`src/rtl/i2c_arbiter.sv`:
```
// i2c_arbiter: round-robin arbiter sharing one i2c_basic master between
// NUM_REQ requesters. The winning slot's transaction is latched into m_*,
// a one-cycle m_start is issued, and the winner gets a one-cycle req_done
// once i2c_basic reports done.
//
// Optional feature macro: I2C_ARB_TIMEOUT_EN
//   defined   - TIMEOUT_BITS-wide watchdog aborts a stuck transaction and
//               pulses req_err together with req_done for the winner.
//   undefined - no watchdog, req_err is held at zero, BUSY waits forever.
//
// state    | meaning
// ---------+------------------------------------------------------------
// IDLE     | no owner; arbitrate and latch the winner's transaction
// START    | m_start pulse to i2c_basic
// WAIT_LOW | wait for m_done to be low (ignore a stale level done)
// BUSY     | transaction in flight, wait for m_done
// DONE     | req_done pulse to winner, advance round-robin pointer

module i2c_arbiter #(
    parameter int NUM_REQ      = 2,
    parameter int TIMEOUT_BITS = 20
) (
    input  logic                   clk,
    input  logic                   reset,
    input  logic [NUM_REQ-1:0]     req,
    input  logic [7*NUM_REQ-1:0]   req_addr,
    input  logic [2*NUM_REQ-1:0]   req_num_bytes,
    input  logic [24*NUM_REQ-1:0]  req_data,
    output logic [NUM_REQ-1:0]     req_done,
    output logic [NUM_REQ-1:0]     req_err,
    output logic [NUM_REQ-1:0]     grant,
    output logic [6:0]             m_addr,
    output logic [1:0]             m_num_bytes,
    output logic [7:0]             m_wr_data0,
    output logic [7:0]             m_wr_data1,
    output logic [7:0]             m_wr_data2,
    output logic                   m_start,
    input  logic                   m_done
);

    localparam int IDX_W = $clog2(NUM_REQ);
    localparam logic [IDX_W:0] NREQ = (IDX_W+1)'(NUM_REQ);

    typedef enum logic [2:0] {
        S_IDLE     = 3'd0,
        S_START    = 3'd1,
        S_WAIT_LOW = 3'd2,
        S_BUSY     = 3'd3,
        S_DONE     = 3'd4
    } state_t;

    state_t           state;
    state_t           state_nxt;
    logic [IDX_W-1:0] rr_ptr;
    logic [IDX_W-1:0] winner;
    logic [IDX_W-1:0] pick;
    logic             pick_valid;
    logic [IDX_W:0]   scan_idx;
    logic [IDX_W:0]   win_inc;
    logic [IDX_W-1:0] rr_nxt;
    logic [1:0]       pick_nb;

`ifdef I2C_ARB_TIMEOUT_EN
    // Abort is decided one count early so DONE coincides with the counter
    // reaching all-ones.
    localparam logic [TIMEOUT_BITS-1:0] TO_LAST = {{(TIMEOUT_BITS-1){1'b1}}, 1'b0};

    logic [TIMEOUT_BITS-1:0] to_cnt;
    logic                    to_hit;
    logic                    to_abort;
    logic                    timed_out;

    assign to_hit   = (to_cnt == TO_LAST);
    assign to_abort = to_hit && ((state == S_WAIT_LOW) || ((state == S_BUSY) && !m_done));
`endif

    // Round-robin search: first set req bit starting at rr_ptr, wrapping.
    always_comb begin
        pick       = rr_ptr;
        pick_valid = 1'b0;
        scan_idx   = '0;
        for (int i = 0; i < NUM_REQ; i++) begin
            scan_idx = {1'b0, rr_ptr} + (IDX_W+1)'(i);
            if (scan_idx >= NREQ) begin
                scan_idx = scan_idx - NREQ;
            end
            if (!pick_valid && req[scan_idx[IDX_W-1:0]]) begin
                pick       = scan_idx[IDX_W-1:0];
                pick_valid = 1'b1;
            end
        end
    end

    // Pointer advance past the winner, and zero-byte requests promoted to one.
    always_comb begin
        win_inc = {1'b0, winner} + (IDX_W+1)'(1);
        rr_nxt  = (win_inc >= NREQ) ? '0 : win_inc[IDX_W-1:0];
        pick_nb = req_num_bytes[2*int'(pick) +: 2];
        if (pick_nb == 2'd0) begin
            pick_nb = 2'd1;
        end
    end

    // State register.
    always_ff @(posedge clk) begin
        if (reset) begin
            state <= S_IDLE;
        end else begin
            state <= state_nxt;
        end
    end

    // Next-state logic.
    always_comb begin
        state_nxt = state;
        case (state)
            S_IDLE: begin
                if (pick_valid) begin
                    state_nxt = S_START;
                end
            end
            S_START: begin
                state_nxt = S_WAIT_LOW;
            end
            S_WAIT_LOW: begin
`ifdef I2C_ARB_TIMEOUT_EN
                if (to_hit) begin
                    state_nxt = S_DONE;
                end else if (!m_done) begin
                    state_nxt = S_BUSY;
                end
`else
                if (!m_done) begin
                    state_nxt = S_BUSY;
                end
`endif
            end
            S_BUSY: begin
`ifdef I2C_ARB_TIMEOUT_EN
                if (m_done || to_hit) begin
                    state_nxt = S_DONE;
                end
`else
                if (m_done) begin
                    state_nxt = S_DONE;
                end
`endif
            end
            S_DONE: begin
                state_nxt = S_IDLE;
            end
            default: begin
                state_nxt = S_IDLE;
            end
        endcase
    end

    // Latch the winner's transaction in IDLE; advance the pointer in DONE.
    always_ff @(posedge clk) begin
        if (reset) begin
            m_addr      <= '0;
            m_num_bytes <= '0;
            m_wr_data0  <= '0;
            m_wr_data1  <= '0;
            m_wr_data2  <= '0;
            winner      <= '0;
            rr_ptr      <= '0;
        end else begin
            if ((state == S_IDLE) && pick_valid) begin
                m_addr      <= req_addr[7*int'(pick) +: 7];
                m_num_bytes <= pick_nb;
                m_wr_data0  <= req_data[24*int'(pick)      +: 8];
                m_wr_data1  <= req_data[24*int'(pick) + 8  +: 8];
                m_wr_data2  <= req_data[24*int'(pick) + 16 +: 8];
                winner      <= pick;
            end
            if (state == S_DONE) begin
                rr_ptr <= rr_nxt;
            end
        end
    end

`ifdef I2C_ARB_TIMEOUT_EN
    // Watchdog: cleared on the way into START, counts while waiting on i2c_basic.
    always_ff @(posedge clk) begin
        if (reset) begin
            to_cnt    <= '0;
            timed_out <= 1'b0;
        end else begin
            if (state_nxt == S_START) begin
                to_cnt    <= '0;
                timed_out <= 1'b0;
            end else if ((state == S_WAIT_LOW) || (state == S_BUSY)) begin
                to_cnt    <= to_cnt + 1'b1;
                timed_out <= to_abort;
            end
        end
    end
`endif

    // Outputs decoded from state and the latched winner.
    always_comb begin
        m_start  = (state == S_START);
        grant    = '0;
        req_done = '0;
        req_err  = '0;
        if ((state == S_START) || (state == S_WAIT_LOW) || (state == S_BUSY)) begin
            grant[winner] = 1'b1;
        end
        if (state == S_DONE) begin
            req_done[winner] = 1'b1;
`ifdef I2C_ARB_TIMEOUT_EN
            req_err[winner]  = timed_out;
`endif
        end
    end

endmodule

```
`config.mk`:
```
export PLATFORM = sky130hd
export DESIGN_NAME = i2c_arbiter
export DESIGN_NICKNAME = d
export VERILOG_FILES = /design/src/rtl/i2c_arbiter.sv
export SDC_FILE = /design/constraint.sdc
export NUM_CORES = 1
export LEC_CHECK = 0
export BUFFER_PORTS_ARGS = -buffer_cell sky130_fd_sc_hd__clkbuf_2
export CORE_ASPECT_RATIO = 1.5
export CORE_MARGIN = 5
export CORE_UTILIZATION = 35
export DETAILED_ROUTE_END_ITERATION = 10
export PLACE_DENSITY = 0.68
export SLEW_MARGIN = 20
export SYNTH_ARGS = -nofsm -noshare
export SYNTH_HDL_FRONTEND = slang
export SYNTH_SLANG_ARGS = --single-unit
export TNS_END_PERCENT = 100
```
`constraint.sdc`:
```
create_clock -name clk -period 2.92 [get_ports clk]
set_input_delay 0.438 -clock clk [delete_from_list [all_inputs] [get_ports clk]]
set_output_delay 0.438 -clock clk [all_outputs]
set_load 0.02 [all_outputs]
```
==> impl_metrics.toml, run 1 <==
[run_status]
status = "complete, no violations"

[yosys]
ys_seq_area_share_pct = 46.1
ys_ff_latch = 38
synth_edf_count = 0
netlist_area_um2 = 1650
synthArstFlopShare_pct = 0
ys_warn_count = 0
ys_types = 31
postSynthAreaPerCell_um2 = 7.75
ys.flop_type = "dfxtp_1"
syn_inst = 213

[route]
drtIter0Drc = 78
drc = 0
wl_per_cell_um = 13.2
num_vias = 1818
drt-total-wl_um = 5020
antenna_left = 0
first_pass_iters = 4
vias_per_cell = 4.78

[power]
vdd_ir_drop_max_mv = 0.308
cellLeakagePower_nw = 1.15
power_density_nw_per_um2 = 611
total_power_mw = 1.42

[die]
core_um2 = 4540
num_rows = 30
io_pins = 111
die_area_um2 = 6220
die_w_um = 66.1
initial_utilization_pct = 36.3
fp.dieH_um = 94.1

[setup_path]
rrSetupSlack_ns = 1.25
worst_setup_path_end_kind = "output port"
crit_fanout = 6
worstPathRequired_ns = 2.48
crit_type = "reg -> out"
startpoint_type = "register"
arrival_ns = 1.51

[clocking]
cts_inserted_buffers = 5
cts_buffer_depth = 2
clock_latency_ns = 0.28
h-tree-depth = 2
clk_pin_slew_ns = 0.08
cts_root_buf = "clkbuf_8"
cts_tree = "done"
hold_buffers = 0
cts_sinks = 38
cts_resized = 0
postCtsSetupRepairBufs = 0

[timing]
fmax_mhz = 512
hold_slack_ns = 0.383
tightestPinTransition_ns = 0.823
setup_violations = 0
min_period_over_period_pct = 66.8
post-route-min-period_ns = 1.95
slew_violations = 0
relSlewSlack_pct = 45.1
finalHoldViolations = 0
clock_skew_ns = 0.00906
tns_ns = 0
rsz0062_at_grt = "false"

[finish]
final_util_pct = 51.0
drive_gt1_share_pct = 39.2
final_area_um2 = 2320
fin_nets = 386
synthToLayoutAreaGrowth_pct = 40.5
diodes = 0
nFillCells = 474

[global_route]
track_usage_pct = 16.0
gr-total-overflow = 0
grt_pass1_vias = 1708
antenna_found_initial = 0
grt_first_pass_wirelength_um = 7800
grt_max_degree = 35

[worst_hold_path]
worstHoldPathType = "in -> reg"

[placement]
place_hpwl_um = 3690
port_buffers = 108
gp_congestion = 0.767
dpl-instance-area_um2 = 2220

[flow_run]
cap_violations = 0
## cell usage in the layout (no fill, tap or decap)
cell type,synthesis,final
a2111o_1,1,1
a211oi_1,2,2
a21o_1,1,1
a21oi_1,2,2
a21oi_2,1,1
a311oi_1,4,4
a31oi_1,27,27
and3_1,1,1
buf_4,2,4
clkbuf_2,0,108
clkbuf_8,0,6
clkinv_2,1,2
clkinvlp_4,0,1
conb_1,1,2
dfxtp_1,38,38
inv_1,2,2
mux2_2,1,1
mux2i_1,1,1
nand2_1,64,64
nand2b_1,2,2
nand3_1,1,1
nor2_1,7,7
nor2b_1,1,1
nor3_1,2,2
nor3b_1,2,2
nor4_4,1,1
nor4b_1,1,1
o21ai_0,2,2
o21ai_1,27,27
o221a_1,1,1
or2_1,1,1
## metrics by stage
step	cells	worst slack [ns]
finish	380	0.968
global placement	372	0.980
detailed placement	372	0.941
floorplan	214	1.34
global route	380	0.796
CTS	380	0.946
## cells by family after synthesis
kind of cell	count (synthesis)	share of synthesized area, %
buf+inv	21	5.69
compound gates	68	25.0
flops	38	46.1
mux	2	1.29
other cells	1	0.227
simple gates	83	21.7
## sequential cells by signal (all words and copies together), names as in the netlist
register     cells
m_wr_data2       8
state            3
m_num_bytes      2
winner           1
m_addr           7
m_wr_data0       8
rr_ptr           1
m_wr_data1       8
## synth_stat cells (2+ instances only)
cell	number	area share, %
a211oi_1	2	0.91
a21oi_1	2	0.61
a311oi_1	4	2.1
a31oi_1	27	10
buf_2	5	1.5
buf_4	2	0.91
clkbuf_1	10	2.3
dfxtp_1	38	46
inv_1	2	0.46
nand2_1	64	15
nand2b_1	2	0.76
nor2_1	7	1.6
nor3_1	2	0.61
nor3b_1	2	0.91
o21ai_0	2	0.61
o21ai_1	27	8.2
## cell type report
cell class / count / area [um^2] / share of cell area [%]
flip-flops and latches: 38 / 761 / 32.8
clock inverters: 2 / 12.5 / 0.540
repair buffers: 112 / 571 / 24.6
well taps: 64 / 80.1 / 3.45
inverters: 3 / 12.5 / 0.540
clock buffers: 6 / 82.6 / 3.56
multi-input cells: 155 / 800 / 34.5
## routing by layer
| metal | global-route usage (%) | part of all wire, % | wire length [um] | vias up |
|---|---|---|---|---|
| met1 | 18.7 | 41 | 2060 | 801 |
| met3 | 3.35 | 5.5 | 275 | 5 |
| met5 | 0 | 0 | 0 | - |
| met2 | 28.1 | 52 | 2620 | 63 |
| li1 | - | - | - | 949 |
| met4 | 5.59 | 1.3 | 63 | 0 |
## critical path, cell delays in order, from the launching register on
cell and delay (ns):
dfxtp_1 0.37, nor2_1 0.31, nand2_1 0.11, or2_1 0.24, inv_1 0.05, clkbuf_2 0.16
## power breakdown
part           internal [mW]  switching [mW]  total (mW)
Combinational          0.153           0.255       0.408
Sequential             0.591          0.0418       0.633
Clock                  0.190           0.185       0.375
Total                  0.934           0.482        1.42
## worst paths after layout
check	endpoint	from	cells past startpoint
min	m_wr_data0[2]	req_data[2]	3
max	req_done[0]	state[1]	5
min reg2reg	m_num_bytes[1]	m_num_bytes[1]	2
max reg2reg	m_num_bytes[0]	state[1]	4
Note: power is estimated with default switching activity, not from simulation.
==> run 2, diff against run 1 <==
==> constraint.sdc (replaced) <==
create_clock -name clk -period 1.8 [get_ports clk]
set_input_delay 0.27 -clock clk [delete_from_list [all_inputs] [get_ports clk]]
set_output_delay 0.27 -clock clk [all_outputs]
set_load 0.02 [all_outputs]
==> run 2 against run 1 <==
Net effect:
- first-iteration DRC count is 28% lower
- sequential cell count did not move
- register-to-register slack got worse by 0.96 ns
- clock power increased by 140%
- sequential power grew 63%
- non-clock buffer count rose by 2
- clock skew fell by 0.0026 ns
- sequential share of layout area down 1.1 points
- cell count rose by 0.53%
- combinational power is 65% higher
- die area is the same
- global-route usage grew 0.15 points
- critical endpoint unchanged
- largest power group unchanged
==> impl_metrics.toml, run 2 (synthesis gave the netlist of run 1 again) <==
[setup_path]
r2r_cells = 4
worst_setup_path_end_kind = "output port"
startpoint_type = "register"
rr_endpoint = "m_num_bytes[0]"
crit_chain = "nor2_2 > nand2_1 > or2_1 > inv_1 > clkbuf_2"
crit_fanout = 6
worstPathRequired_ns = 1.53
cpMaxStageDelayCell = "dfxtp_1"
slowest_delay_ns = 0.37
reg2reg_from = "state[1]"
arrival_ns = 1.43
crit_type = "reg -> out"
rrSetupSlack_ns = 0.29

[route]
vias_per_cell = 4.84
num_vias = 1849
wl_per_cell_um = 13.0
drtIter0Drc = 56
first_pass_iters = 4
drc = 0
drt-total-wl_um = 4960
antenna_left = 0

[finish]
nFillCells = 473
drive_gt1_share_pct = 39.9
fin_nets = 388
final_cell_mix = "clkbuf_2, nand2_1, dfxtp_1"
final_util_pct = 52.8
diodes = 0
synthToLayoutAreaGrowth_pct = 45.2
layout_commonest_cell = "clkbuf_2"
largestRegisters = "m_wr_data0 x8, m_wr_data1 x8, m_wr_data2 x8"

[global_route]
gr-total-overflow = 0
antenna_found_initial = 0
grt_first_pass_wirelength_um = 7850
grt_max_degree = 65
grt_pass1_vias = 1773
track_usage_pct = 16.1

[clocking]
clock_latency_ns = 0.28
postCtsSetupRepairBufs = 0
cts_tree = "done"
hold_buffers = 0
cts_buffer_depth = 2
cts_root_buf = "clkbuf_8"
cts_sinks = 38
cts_inserted_buffers = 5
h-tree-depth = 2
cts_resized = 0
clk_pin_slew_ns = 0.08

[placement]
place_hpwl_um = 3710
gp_congestion = 0.818
port_buffers = 108

[timing]
finalHoldViolations = 0
setup_violations = 0
hold_slack_ns = 0.213
tns_ns = 0
min_period_over_period_pct = 94.2
fmax_mhz = 590
rsz0062_at_grt = "false"
clock_skew_ns = 0.00648
slew_violations = 0
post-route-min-period_ns = 1.70

[run_status]
status = "complete, no violations"

[die]
core_um2 = 4540
die_area_um2 = 6220
die_w_um = 66.1
io_pins = 111
num_rows = 30
initial_utilization_pct = 36.3
fp.dieH_um = 94.1

[power]
clkPwrFrac_pct = 34.3
vdd_ir_drop_max_mv = 0.515
power_frac_comb_pct = 26.1
p_switching_mw = 0.780
cellLeakagePower_nw = 1.19
seq_power_share_pct = 39.6
swShare_pct = 30.1
intPower_mw = 1.81
power_density_nw_per_um2 = 1080

[flow_run]
cap_violations = 0

[worst_hold_path]
min_path_cells = 3
holdPathEnd = "m_wr_data1[7]"
holdCritStartpoint = "req_data[15]"
worstHoldPathType = "in -> reg"
[run 2: area by class of cell]
type / count / area, um^2 / area share, %
Multi-Input combinational cell: 155 / 802 / 33.5
Sequential cell: 38 / 761 / 31.7
Timing Repair Buffer: 114 / 598 / 25.0
Clock buffer: 6 / 82.6 / 3.45
Tap cell: 64 / 80.1 / 3.34
Clock inverter: 2 / 60.1 / 2.51
Inverter: 3 / 12.5 / 0.522
[run 2: per-stage QoR]
stage / setup WS (ns) / power [mW] / instance area, um^2 / instances
4_1_cts: 0.00889 / 2.63 / 2390 / 382
5_1_grt: 0.0158 / 2.74 / 2400 / 382
3_3_place_gp: 0.249 / 1.72 / 2250 / 374
2_1_floorplan: 0.343 / 1.46 / 1650 / 214
6_report: 0.105 / 2.59 / 2400 / 382
3_5_place_dp: 0.223 / 1.73 / 2250 / 374
[run 2: routing by layer]
| layer | up-vias | track usage, % | share of wire [%] |
|---|---|---|---|
| met3 | 9 | 3.71 | 6.5 |
| met5 | - | 0 | 0 |
| met2 | 69 | 28.5 | 52 |
| met1 | 813 | 17.6 | 39 |
| li1 | 958 | - | - |
| met4 | 0 | 8.14 | 2.3 |
[run 2: how the worst max path moves through the flow]
stage / from / endpoint / cells past startpoint
after floorplan: state[1] / m_num_bytes[0] / 4
after global placement: state[1] / m_num_bytes[0] / 4
after detailed placement: state[1] / m_num_bytes[0] / 4
after CTS: state[1] / req_done[0] / 5
after global routing: state[1] / req_done[0] / 5
final: state[1] / req_done[0] / 5
[run 2: power groups by stage]
stage | Sequential [mW] | Clock, mW | Combinational [mW]
2_1_floorplan | 1.17 | 0 | 0.291
3_3_place_gp | 1.04 | 0 | 0.679
3_5_place_dp | 1.04 | 0 | 0.683
4_1_cts | 1.03 | 0.916 | 0.684
5_1_grt | 1.04 | 0.953 | 0.742
6_report | 1.03 | 0.889 | 0.675
[run 2: critical path, delay by kind of cell, from the launching register on]
kind	cells	cell delay, ns
AND/OR/NAND/NOR	3	0.56
flip-flops	1	0.37
buffers and inverters	2	0.20
==> run 3, diff against run 2 <==
--- a/config.mk
+++ b/config.mk
@@ -7,7 +7,7 @@
 export LEC_CHECK = 0
 export BUFFER_PORTS_ARGS = -buffer_cell sky130_fd_sc_hd__clkbuf_2
 export CORE_ASPECT_RATIO = 1.5
-export CORE_MARGIN = 5
+export CORE_MARGIN = 2
 export CORE_UTILIZATION = 35
 export DETAILED_ROUTE_END_ITERATION = 10
 export PLACE_DENSITY = 0.68
==> run 3 against run 2 <==
Net effect:
- critical path depth unchanged
- cell count down 0.26%
- hold slack about the same
- largest cell class unchanged
- via count up 1.2%
- highest routed layer unchanged
==> impl_metrics.toml, run 3 (synthesis gave the netlist of run 1 again) <==
[run_status]
status = "complete, no violations"

[finish]
largestRegisters = "m_wr_data0 x8, m_wr_data1 x8, m_wr_data2 x8"
layout_commonest_cell = "clkbuf_2"
diodes = 0
fin_nets = 387
final_util_pct = 51.5
fin_cells = 381
final_cell_mix = "clkbuf_2, nand2_1, dfxtp_1"
drive_gt1_share_pct = 39.7
synthToLayoutAreaGrowth_pct = 41.9

[power]
power_density_nw_per_um2 = 982
vdd_ir_drop_max_mv = 0.587
cellLeakagePower_nw = 1.16

[timing]
tns_ns = 0
clock_skew_ns = 0.00372
post-route-min-period_ns = 1.68
setup_violations = 0
finalHoldViolations = 0
rsz0062_at_grt = "false"
fmax_mhz = 594
min_period_over_period_pct = 93.6
slew_violations = 0

[clocking]
h-tree-depth = 2
cts_buffer_depth = 2
cts_sinks = 38
postCtsSetupRepairBufs = 0
clk_pin_slew_ns = 0.07
clock_latency_ns = 0.28
cts_inserted_buffers = 5
cts_root_buf = "clkbuf_8"
hold_buffers = 0
cts_tree = "done"

[flow_run]
cap_violations = 0

[die]
initial_utilization_pct = 36.3
core_um2 = 4540
num_rows = 30
io_pins = 111
fp.dieH_um = 88.1
die_w_um = 60.1
die_area_um2 = 5290

[route]
vias_per_cell = 4.91
drtIter0Drc = 75
drt-total-wl_um = 4670
num_vias = 1872
drc = 0
wl_per_cell_um = 12.2
antenna_left = 0
first_pass_iters = 6

[global_route]
grt_first_pass_wirelength_um = 7330
groute.layer.met3.usage_pct = 3.69
grt_most_used_layer = "met2"
grt_pass1_vias = 1724
gr-total-overflow = 0
grt_use_met2_pct = 32.8
track_usage_pct = 18.2
grt_max_degree = 65
antenna_found_initial = 0
use_met1_pct = 19.8

[setup_path]
worst_setup_path_end_kind = "output port"
startpoint_type = "register"
worstPathRequired_ns = 1.53
arrival_ns = 1.41
crit_type = "reg -> out"
crit_fanout = 6

[placement]
gp_congestion = 0.783
place_inst = 373
place_hpwl_um = 3470
port_buffers = 108

[worst_hold_path]
worstHoldPathType = "in -> reg"
run 3: critical path: stages, from the launching register on:
cell and delay [ns]:
dfxtp_1 0.37, nor2_2 0.22, nand2_1 0.09, or2_1 0.23, inv_1 0.05, clkbuf_2 0.15
run 3: layout make-up:
type | count | area (um^2)
Inverter | 3 | 12.5
Tap cell | 64 | 80.1
Clock inverter | 2 | 12.5
Fill cell | 480 | 2200
Timing Repair Buffer | 113 | 591
Clock buffer | 6 | 82.6
Sequential cell | 38 | 761
Multi-Input combinational cell | 155 | 802
run 3: final timing paths:
kind / from / endpoint / slack (ns) / cells past startpoint
hold / removal: req_data[47] / m_wr_data2[7] / 0.21 / 3
setup reg to reg: state[1] / m_num_bytes[0] / 0.29 / 4
setup / recovery: state[1] / req_done[0] / 0.12 / 5
hold reg to reg: m_wr_data0[5] / m_wr_data0[5] / 0.50 / 2
run 3: through the flow:
step	instance area [um^2]	power, mW	hold WS [ns]	worst slack [ns]
2_1_floorplan	1650	1.46	0.423	0.343
3_3_place_gp	2240	1.72	0.485	0.236
3_5_place_dp	2240	1.73	0.497	0.184
4_1_cts	2340	2.33	0.203	0.0199
5_1_grt	2340	2.43	0.219	0.0300
6_report	2340	2.30	0.214	0.116
run 3: what timing repair did:
action                                 in CTS  in global routing
setup endpoints to repair                   0                  1
resized for setup                           0                  1
endpoints found under the hold margin       0                  0
run 3: where the power goes:
part           switching, mW  leakage, nW  total [mW]  internal, mW
Combinational          0.415        0.797       0.672         0.258
Sequential            0.0691        0.315        1.03         0.959
Clock                  0.291       0.0472       0.599         0.308
run 3: metal layers:
| layer | share of wire, % | wire length (um) |
|---|---|---|
| met5 | 0 | 0 |
| met4 | 2.2 | 103 |
| met3 | 5.3 | 248 |
| met2 | 53 | 2460 |
| met1 | 40 | 1850 |
